--- config.mk ---
export PLATFORM = sky130hd
export DESIGN_NAME = fp_issue_arbiter
export DESIGN_NICKNAME = d
export VERILOG_FILES = /design/src/rtl/fp_wire.sv /design/src/rtl/fp_issue_arbiter_rr.sv /design/src/rtl/fp_issue_arbiter.sv
export SDC_FILE = /design/constraint.sdc
export NUM_CORES = 1
export LEC_CHECK = 0
export ABC_AREA = 1
export BUFFER_PORTS_ARGS = -buffer_cell sky130_fd_sc_hd__buf_2
export CELL_PAD_IN_SITES_DETAIL_PLACEMENT = 1
export CELL_PAD_IN_SITES_GLOBAL_PLACEMENT = 2
export CORE_MARGIN = 5
export CORE_UTILIZATION = 26
export CTS_BUF_LIST = sky130_fd_sc_hd__clkbuf_8
export DETAILED_ROUTE_END_ITERATION = 6
export MAX_ROUTING_LAYER = met4
export PLACE_DENSITY_LB_ADDON = 0.1
export SLEW_MARGIN = 25
export SYNTH_ARGS = -nofsm -noshare
export SYNTH_HDL_FRONTEND = slang
export SYNTH_SLANG_ARGS = --single-unit
--- constraint.sdc ---
create_clock -name clock -period 2.23 [get_ports clock]
set_input_delay 0.223 -clock clock [delete_from_list [all_inputs] [get_ports clock]]
set_output_delay 0.223 -clock clock [all_outputs]
set_load 0.02 [all_outputs]
--- src/rtl/fp_wire.sv ---
// Shared fp_unit interface types, plus the register and response types used by
// the fp_unit issue arbiter.
package fp_wire;

    typedef struct packed {
        logic       fmadd;
        logic       fmsub;
        logic       fnmadd;
        logic       fnmsub;
        logic       fadd;
        logic       fsub;
        logic       fmul;
        logic       fdiv;
        logic       fsqrt;
        logic       fsgnj;
        logic       fcmp;
        logic       fmax;
        logic       fclass;
        logic       fmv_i2f;
        logic       fmv_f2i;
        logic       fcvt_i2f;
        logic       fcvt_f2i;
        logic [1:0] fcvt_op;
    } fp_operation_type;

    localparam fp_operation_type init_fp_operation = '0;

    localparam logic [31:0] FP_CANON_NAN = 32'h7FC00000;
    localparam logic [4:0]  FP_FLAG_NV   = 5'b10000;

    typedef enum logic [1:0] {
        IDLE,
        ISSUE,
        BUSY,
        RESP
    } fp_arb_state_type;

    typedef struct packed {
        logic [31:0]      data1;
        logic [31:0]      data2;
        logic [31:0]      data3;
        logic [1:0]       fmt;
        logic [2:0]       rm;
        fp_operation_type op;
    } fp_arb_req_type;

    typedef struct packed {
        logic [31:0] result;
        logic [4:0]  flags;
        logic        error;
    } fp_arb_resp_type;

    // The watchdog count lives beside this register because its width is a
    // parameter of the arbiter instance.
    typedef struct packed {
        fp_arb_state_type state;
        logic             prio;
        logic             id;
        fp_arb_req_type   req;
        fp_arb_resp_type  resp;
    } fp_arb_reg_type;

    localparam fp_arb_reg_type init_fp_arb_reg = '{
        state: IDLE,
        prio:  1'b0,
        id:    1'b0,
        req:   '{data1: '0, data2: '0, data3: '0, fmt: '0, rm: '0, op: init_fp_operation},
        resp:  '{result: '0, flags: '0, error: 1'b0}
    };

endpackage

--- src/rtl/fp_issue_arbiter_rr.sv ---
// Two-input round-robin grant: the prioritised requester wins when valid,
// otherwise the other one.
module fp_issue_arbiter_rr (
    input  logic [1:0] valid,
    input  logic       prio,
    output logic [1:0] grant,
    output logic       gid
);

    logic other;

    always_comb begin
        other = ~prio;
        grant = '0;
        gid   = prio;
        if (valid[prio]) begin
            grant[prio] = 1'b1;
            gid         = prio;
        end else if (valid[other]) begin
            grant[other] = 1'b1;
            gid          = other;
        end
    end

endmodule

--- src/rtl/fp_issue_arbiter.sv ---
// Shares one fp_unit port between two requesters: round-robin grant, one op in
// flight, watchdog turns a hung op into an error response.
module fp_issue_arbiter
    import fp_wire::*;
#(
    parameter int unsigned TIMEOUT = 64,
    parameter int unsigned CNT_W   = 10
) (
    input  logic                   reset,
    input  logic                   clock,
    input  logic                   flush,
    input  logic [1:0]             req_valid,
    output logic [1:0]             req_ready,
    input  logic [1:0][31:0]       req_data1,
    input  logic [1:0][31:0]       req_data2,
    input  logic [1:0][31:0]       req_data3,
    input  logic [1:0][1:0]        req_fmt,
    input  logic [1:0][2:0]        req_rm,
    input  fp_operation_type [1:0] req_op,
    output logic [1:0]             resp_valid,
    input  logic [1:0]             resp_ready,
    output logic [31:0]            resp_result,
    output logic [4:0]             resp_flags,
    output logic                   resp_error,
    output logic [31:0]            fpu_data1,
    output logic [31:0]            fpu_data2,
    output logic [31:0]            fpu_data3,
    output logic [1:0]             fpu_fmt,
    output logic [2:0]             fpu_rm,
    output fp_operation_type       fpu_op,
    output logic                   fpu_enable,
    input  logic [31:0]            fpu_result,
    input  logic [4:0]             fpu_flags,
    input  logic                   fpu_ready
);

    fp_arb_reg_type   r, rin;
    logic [CNT_W-1:0] cnt_r, cnt_rin;
    logic [1:0]       grant;
    logic             gid;

    fp_issue_arbiter_rr u_rr (
        .valid (req_valid),
        .prio  (r.prio),
        .grant (grant),
        .gid   (gid)
    );

    always_comb begin
        req_ready = (r.state == IDLE && !flush) ? grant : '0;
    end

    always_comb begin
        fp_arb_reg_type v;
        logic [CNT_W-1:0] cnt_v;
        v     = r;
        cnt_v = cnt_r;
        case (r.state)
            IDLE: begin
                if (|req_ready) begin
                    v.id        = gid;
                    v.req.data1 = req_data1[gid];
                    v.req.data2 = req_data2[gid];
                    v.req.data3 = req_data3[gid];
                    v.req.fmt   = req_fmt[gid];
                    v.req.rm    = req_rm[gid];
                    v.req.op    = req_op[gid];
                    v.state     = ISSUE;
                end
            end
            ISSUE: begin
                cnt_v   = '0;
                v.state = BUSY;
            end
            BUSY: begin
                // Completion is checked first so it beats a coincident timeout.
                if (fpu_ready) begin
                    v.resp.result = fpu_result;
                    v.resp.flags  = fpu_flags;
                    v.resp.error  = 1'b0;
                    v.state       = RESP;
                end else if (cnt_r == CNT_W'(TIMEOUT - 1)) begin
                    v.resp.result = FP_CANON_NAN;
                    v.resp.flags  = FP_FLAG_NV;
                    v.resp.error  = 1'b1;
                    v.state       = RESP;
                end else begin
                    cnt_v = cnt_r + CNT_W'(1);
                end
            end
            RESP: begin
                if (resp_ready[r.id]) begin
                    v.prio  = ~r.id;
                    v.state = IDLE;
                end
            end
            default: v.state = IDLE;
        endcase
        // An abort leaves the round-robin pointer where it was.
        if (flush && r.state != IDLE) begin
            v.state = IDLE;
            v.prio  = r.prio;
        end
        rin     = v;
        cnt_rin = cnt_v;
    end

    always_ff @(posedge clock or negedge reset) begin
        if (!reset) begin
            r     <= init_fp_arb_reg;
            cnt_r <= '0;
        end else begin
            r     <= rin;
            cnt_r <= cnt_rin;
        end
    end

    always_comb begin
        fpu_enable  = (r.state == ISSUE);
        fpu_data1   = r.req.data1;
        fpu_data2   = r.req.data2;
        fpu_data3   = r.req.data3;
        fpu_fmt     = r.req.fmt;
        fpu_rm      = r.req.rm;
        fpu_op      = r.req.op;
        resp_valid  = (r.state == RESP) ? (r.id ? 2'b10 : 2'b01) : 2'b00;
        resp_result = r.resp.result;
        resp_flags  = r.resp.flags;
        resp_error  = r.resp.error;
    end

endmodule
==> metrics.md <==
| Metric | Value |
|---|---|
| Status | `complete, no violations` |
| Final HPWL DP | `~28 mm` |
| Source-to-sink clock delay at the later pin of the worst-skew pair | `around 0.49 ns` |
| Worst Hold Class | `in2reg` |
| Worst slew margin relative to its limit | `0.650` |
| Largest cells by area after synthesis | `sky130_fd_sc_hd__dfrtp_1, sky130_fd_sc_hd__buf_4, sky130_fd_sc_hd__o21ai_1` |
| Highest Clock Rate | `480 MHz` |
| Total global routing track utilization | `0.210` |
| Top cell type by total area after synthesis | `sky130_fd_sc_hd__dfrtp_1` |
| Initial antenna violation count | `8` |
| Final net count | `roughly 2,000` |
| Gate count of the mapped netlist | `~1,100` |
| Final count of hold timing violations | `0` |
| Final clock skew | `~0.015 ns` |
| Setup repair after global routing missed its margin | `no` |
| Vias in the first global route | `between 10,000 and 15,000` |
| Synth Area in Simple Gates | `0.204` |
| Wirelength, routed | `about 42 mm` |
| R2R Path End | `fpu_data3[27]$_DFFE_PN0P_` |
| Post-synthesis share of cell area spent on xor and xnor gates | `0` |
| Number of instances in the placed design | `between 1,500 and 2,000` |
| Routed length per instance | `roughly 20 um` |
| Static Leak | `7.02 nW` |
| Data arrival, critical path | `1.86 ns` |
| Leading cell type by number of instances after synthesis | `sky130_fd_sc_hd__o21ai_1` |
| Reg2Reg Launch Point | `r[161]$_DFFE_PN0P_` |
| Share of synthesized flip-flops with an asynchronous set or reset | `1.00` |
| Max Cap Viol | `0` |
| Hold Path Depth | `3` |
| Total number of clock tree sinks | `~170` |
| Number of DRC violations after detailed routing | `0` |
| TritonCTS clock tree | `yes` |
| Worst setup timing slack at the placement stage | `0.308 ns` |
| Setup-failing EPs final | `0` |
| Detailed router's first-iteration violation count | `342` |
| Die X | `201 um` |
| Cell at the root of the clock tree | `sky130_fd_sc_hd__clkbuf_8` |
| Count of boundary I/O pins | `448` |
| Combinational family with the most area after synthesis | `simple AND/OR/NAND/NOR gates` |
| Maximum clock path buffer count | `2` |
| Vias per std cell | `4.58` |
| H-tree depth | `4` |
| Area fraction of the dominant cell type after synthesis | `0.455` |
| Min cycle time layout | `around 2.1 ns` |
| Total power divided by cell area | `approximately 1300 nW/um^2` |
| Worst Tran Pin Value | `~0.52 ns` |
| EDFF count, synth | `0` |
| Number of vias after detailed routing | `just under 10,000` |
| CTS clk-pin slew, worst paths | `~0.1 ns` |
| Post-synth cell types | `24` |
| Site Rows | `69` |
| Wire length of the first global-routing pass | `about 65 mm` |
| Syn Nets | `about 1,400` |
| Post-synthesis mux area share | `0` |
| Max IR drop VDD | `slightly below 0.9 mV` |
| Critical path type | `reg2out` |
| Synthesis warning total | `0` |
| Worst endpoint required time | `2.01 ns` |
| Critical-path maximum fanout | `14` |
| Kind of start point of the critical path | `flip-flop` |
| Height of the die | `201 um` |
| Final total negative setup slack | `0 ns` |
| Register-to-Register Path Depth | `10` |
| Leading post-synthesis cells by instance count | `sky130_fd_sc_hd__o21ai_1, sky130_fd_sc_hd__nand3_1, sky130_fd_sc_hd__dfrtp_1, sky130_fd_sc_hd__buf_4, sky130_fd_sc_hd__nor2_1` |
| Maximum number of pins on one net before global-route repair | `92` |
| Final RePlAce weighted congestion | `0.769` |
| Slew Limit Fails | `0` |
| Synthesized area per cell | `~8.3 um^2` |
| Seq/Total Area, Yosys | `0.455` |
| Finished Layout Cells | `~2,100` |
| Detailed-router iteration count before antenna repair | `4` |
| Antenna-violating nets left | `0` |
| Sum of overflow across all layers after global routing | `0` |
| Post-synthesis instance area | `9470 um^2` |
| Area grow syn2layout | `51.1%` |
| # port buffers | `around 450` |
| Final clock period utilization by the worst path | `0.935` |
| Startpoint of the most critical hold path | `req_data2[45]` |
| Main flop type after synthesis | `sky130_fd_sc_hd__dfrtp_1` |
| Initial Util | `0.265` |
| Endpoint with the worst hold slack | `fpu_data2[13]$_DFFE_PN0P_` |
| Adder and majority gate portion of the synthesized area | `0.00793` |
| Kind of capture point of the worst setup path | `output port` |
| Number of storage elements in the synthesis netlist | `between 150 and 200` |
| Die Footprint | `40,300 um^2` |
| Proportion of layout cells with a drive suffix above 1 | `0.340` |
| Placeable core region | `approximately 36,000 um^2` |
| PnR worst setup slack | `~0.14 ns` |
| CTS buffer count | `17` |
| Slack of the worst reg-to-reg path | `between 0.2 and 0.3 ns` |
| Compound-Gate Fraction of Synth Area | `0.153` |
-- where the power goes --
group          leakage, nW  internal, W  switching, W  total (W)
combinational         4.66      0.00349       0.00666     0.0101
clock                0.233      0.00134       0.00127    0.00261
sequential            2.12      0.00454      0.000787    0.00533
total                 7.02      0.00937       0.00871     0.0181
-- cells by family after synthesis --
family | Yosys count
AND/OR/NAND/NOR | 430
AO/OA/AOI/OAI | 267
buffers and inverters | 267
flip-flops | 172
adder cells (fa/ha/maj) | 6
-- layout make-up --
type                       instances  area [um^2]
sequential                       172         4310
tap                              461          577
timing repair buffer             739         5370
inverter                          27          104
multi-input combinational        703         3470
antenna                            8         20.0
clock buffer                      21          289
clock inverter                    11          164
fill                            4285        21400
-- worst max path at each step --
stage | startpoint | end | slack, ns | depth (start not counted)
floorplan | r[160]$_DFFE_PN0P_ | req_ready[1] | 0.53 | 8
global placement | r[159]$_DFFE_PN0P_ | fpu_data2[26]$_DFFE_PN0P_ | 0.37 | 10
detailed placement | r[160]$_DFFE_PN0P_ | fpu_data2[28]$_DFFE_PN0P_ | 0.31 | 9
CTS | r[161]$_DFFE_PN0P_ | req_ready[0] | 0.01 | 8
global route | r[161]$_DFFE_PN0P_ | req_ready[0] | 0.006 | 8
finish | r[161]$_DFFE_PN0P_ | req_ready[0] | 0.14 | 8
-- state kept, by name (all words and copies together), names as in the netlist, 2 cells and up --
register     cells
cnt_r           10
fpu_data1       32
fpu_data2       32
fpu_data3       32
fpu_fmt          2
fpu_op          19
fpu_rm           3
r                4
resp_flags       5
resp_result     32
-- layer usage --
layer	global-route usage	up-vias	share of wire
met4	0.0570	0	0.021
met2	0.349	297	0.49
met1	0.253	4753	0.43
met5	-	-	0
li1	-	4722	-
met3	0.0567	39	0.056
-- through the flow --
stage | cell area (um^2) | hold slack [ns] | power (W) | utilization
floorplan | 9470 | -0.0726 | 0.0131 | -
global placement | 11100 | 0.237 | 0.0150 | 0.311
detailed placement | 11100 | 0.244 | 0.0151 | 0.311
CTS | 14200 | 0.00136 | 0.0183 | 0.397
global route | 14300 | 0.000100 | 0.0195 | 0.400
finish | 14300 | 0.0410 | 0.0181 | 0.400
-- cells in the final DEF, fill, tap and decap left out, types with 3 or more instances in the layout --
master,instances
sky130_fd_sc_hd__clkbuf_8,22
sky130_fd_sc_hd__o21ai_1,203
sky130_fd_sc_hd__nand2_1,69
sky130_fd_sc_hd__inv_1,23
sky130_fd_sc_hd__bufbuf_16,3
sky130_fd_sc_hd__diode_2,8
sky130_fd_sc_hd__inv_2,4
sky130_fd_sc_hd__buf_2,445
sky130_fd_sc_hd__o21ai_0,21
sky130_fd_sc_hd__or2_2,3
sky130_fd_sc_hd__ha_1,5
sky130_fd_sc_hd__nand3_1,194
sky130_fd_sc_hd__a21oi_1,11
sky130_fd_sc_hd__buf_12,14
sky130_fd_sc_hd__buf_4,24
sky130_fd_sc_hd__o21ai_2,30
sky130_fd_sc_hd__dfrtp_1,171
sky130_fd_sc_hd__dlygate4sd3_1,249
sky130_fd_sc_hd__nand4_1,6
sky130_fd_sc_hd__nor2_1,151
sky130_fd_sc_hd__clkinv_2,3
sky130_fd_sc_hd__bufinv_16,4
-- critical path, stage by stage, from the launching register on --
cell and delay [ns]:
sky130_fd_sc_hd__dfrtp_1 0.43, sky130_fd_sc_hd__inv_2 0.10, sky130_fd_sc_hd__ha_4 0.15, sky130_fd_sc_hd__inv_2 0.05
sky130_fd_sc_hd__nor2_4 0.16, sky130_fd_sc_hd__nand3_4 0.12, sky130_fd_sc_hd__buf_16 0.18, sky130_fd_sc_hd__inv_1 0.07
sky130_fd_sc_hd__buf_4 0.13
-- what timing repair did --
| action | in CTS | in global routing |
|---|---|---|
| cloned | 3 | 1 |
| hold endpoints to repair | 194 | 1 |
| setup buffers | 2 | 6 |
| hold buffers | 248 | 1 |
| endpoints found under the setup margin | 2 | 2 |
| pin swaps | 2 | 3 |
| resized for setup | 3 | 6 |
Note: power is estimated with default switching activity, not from simulation.
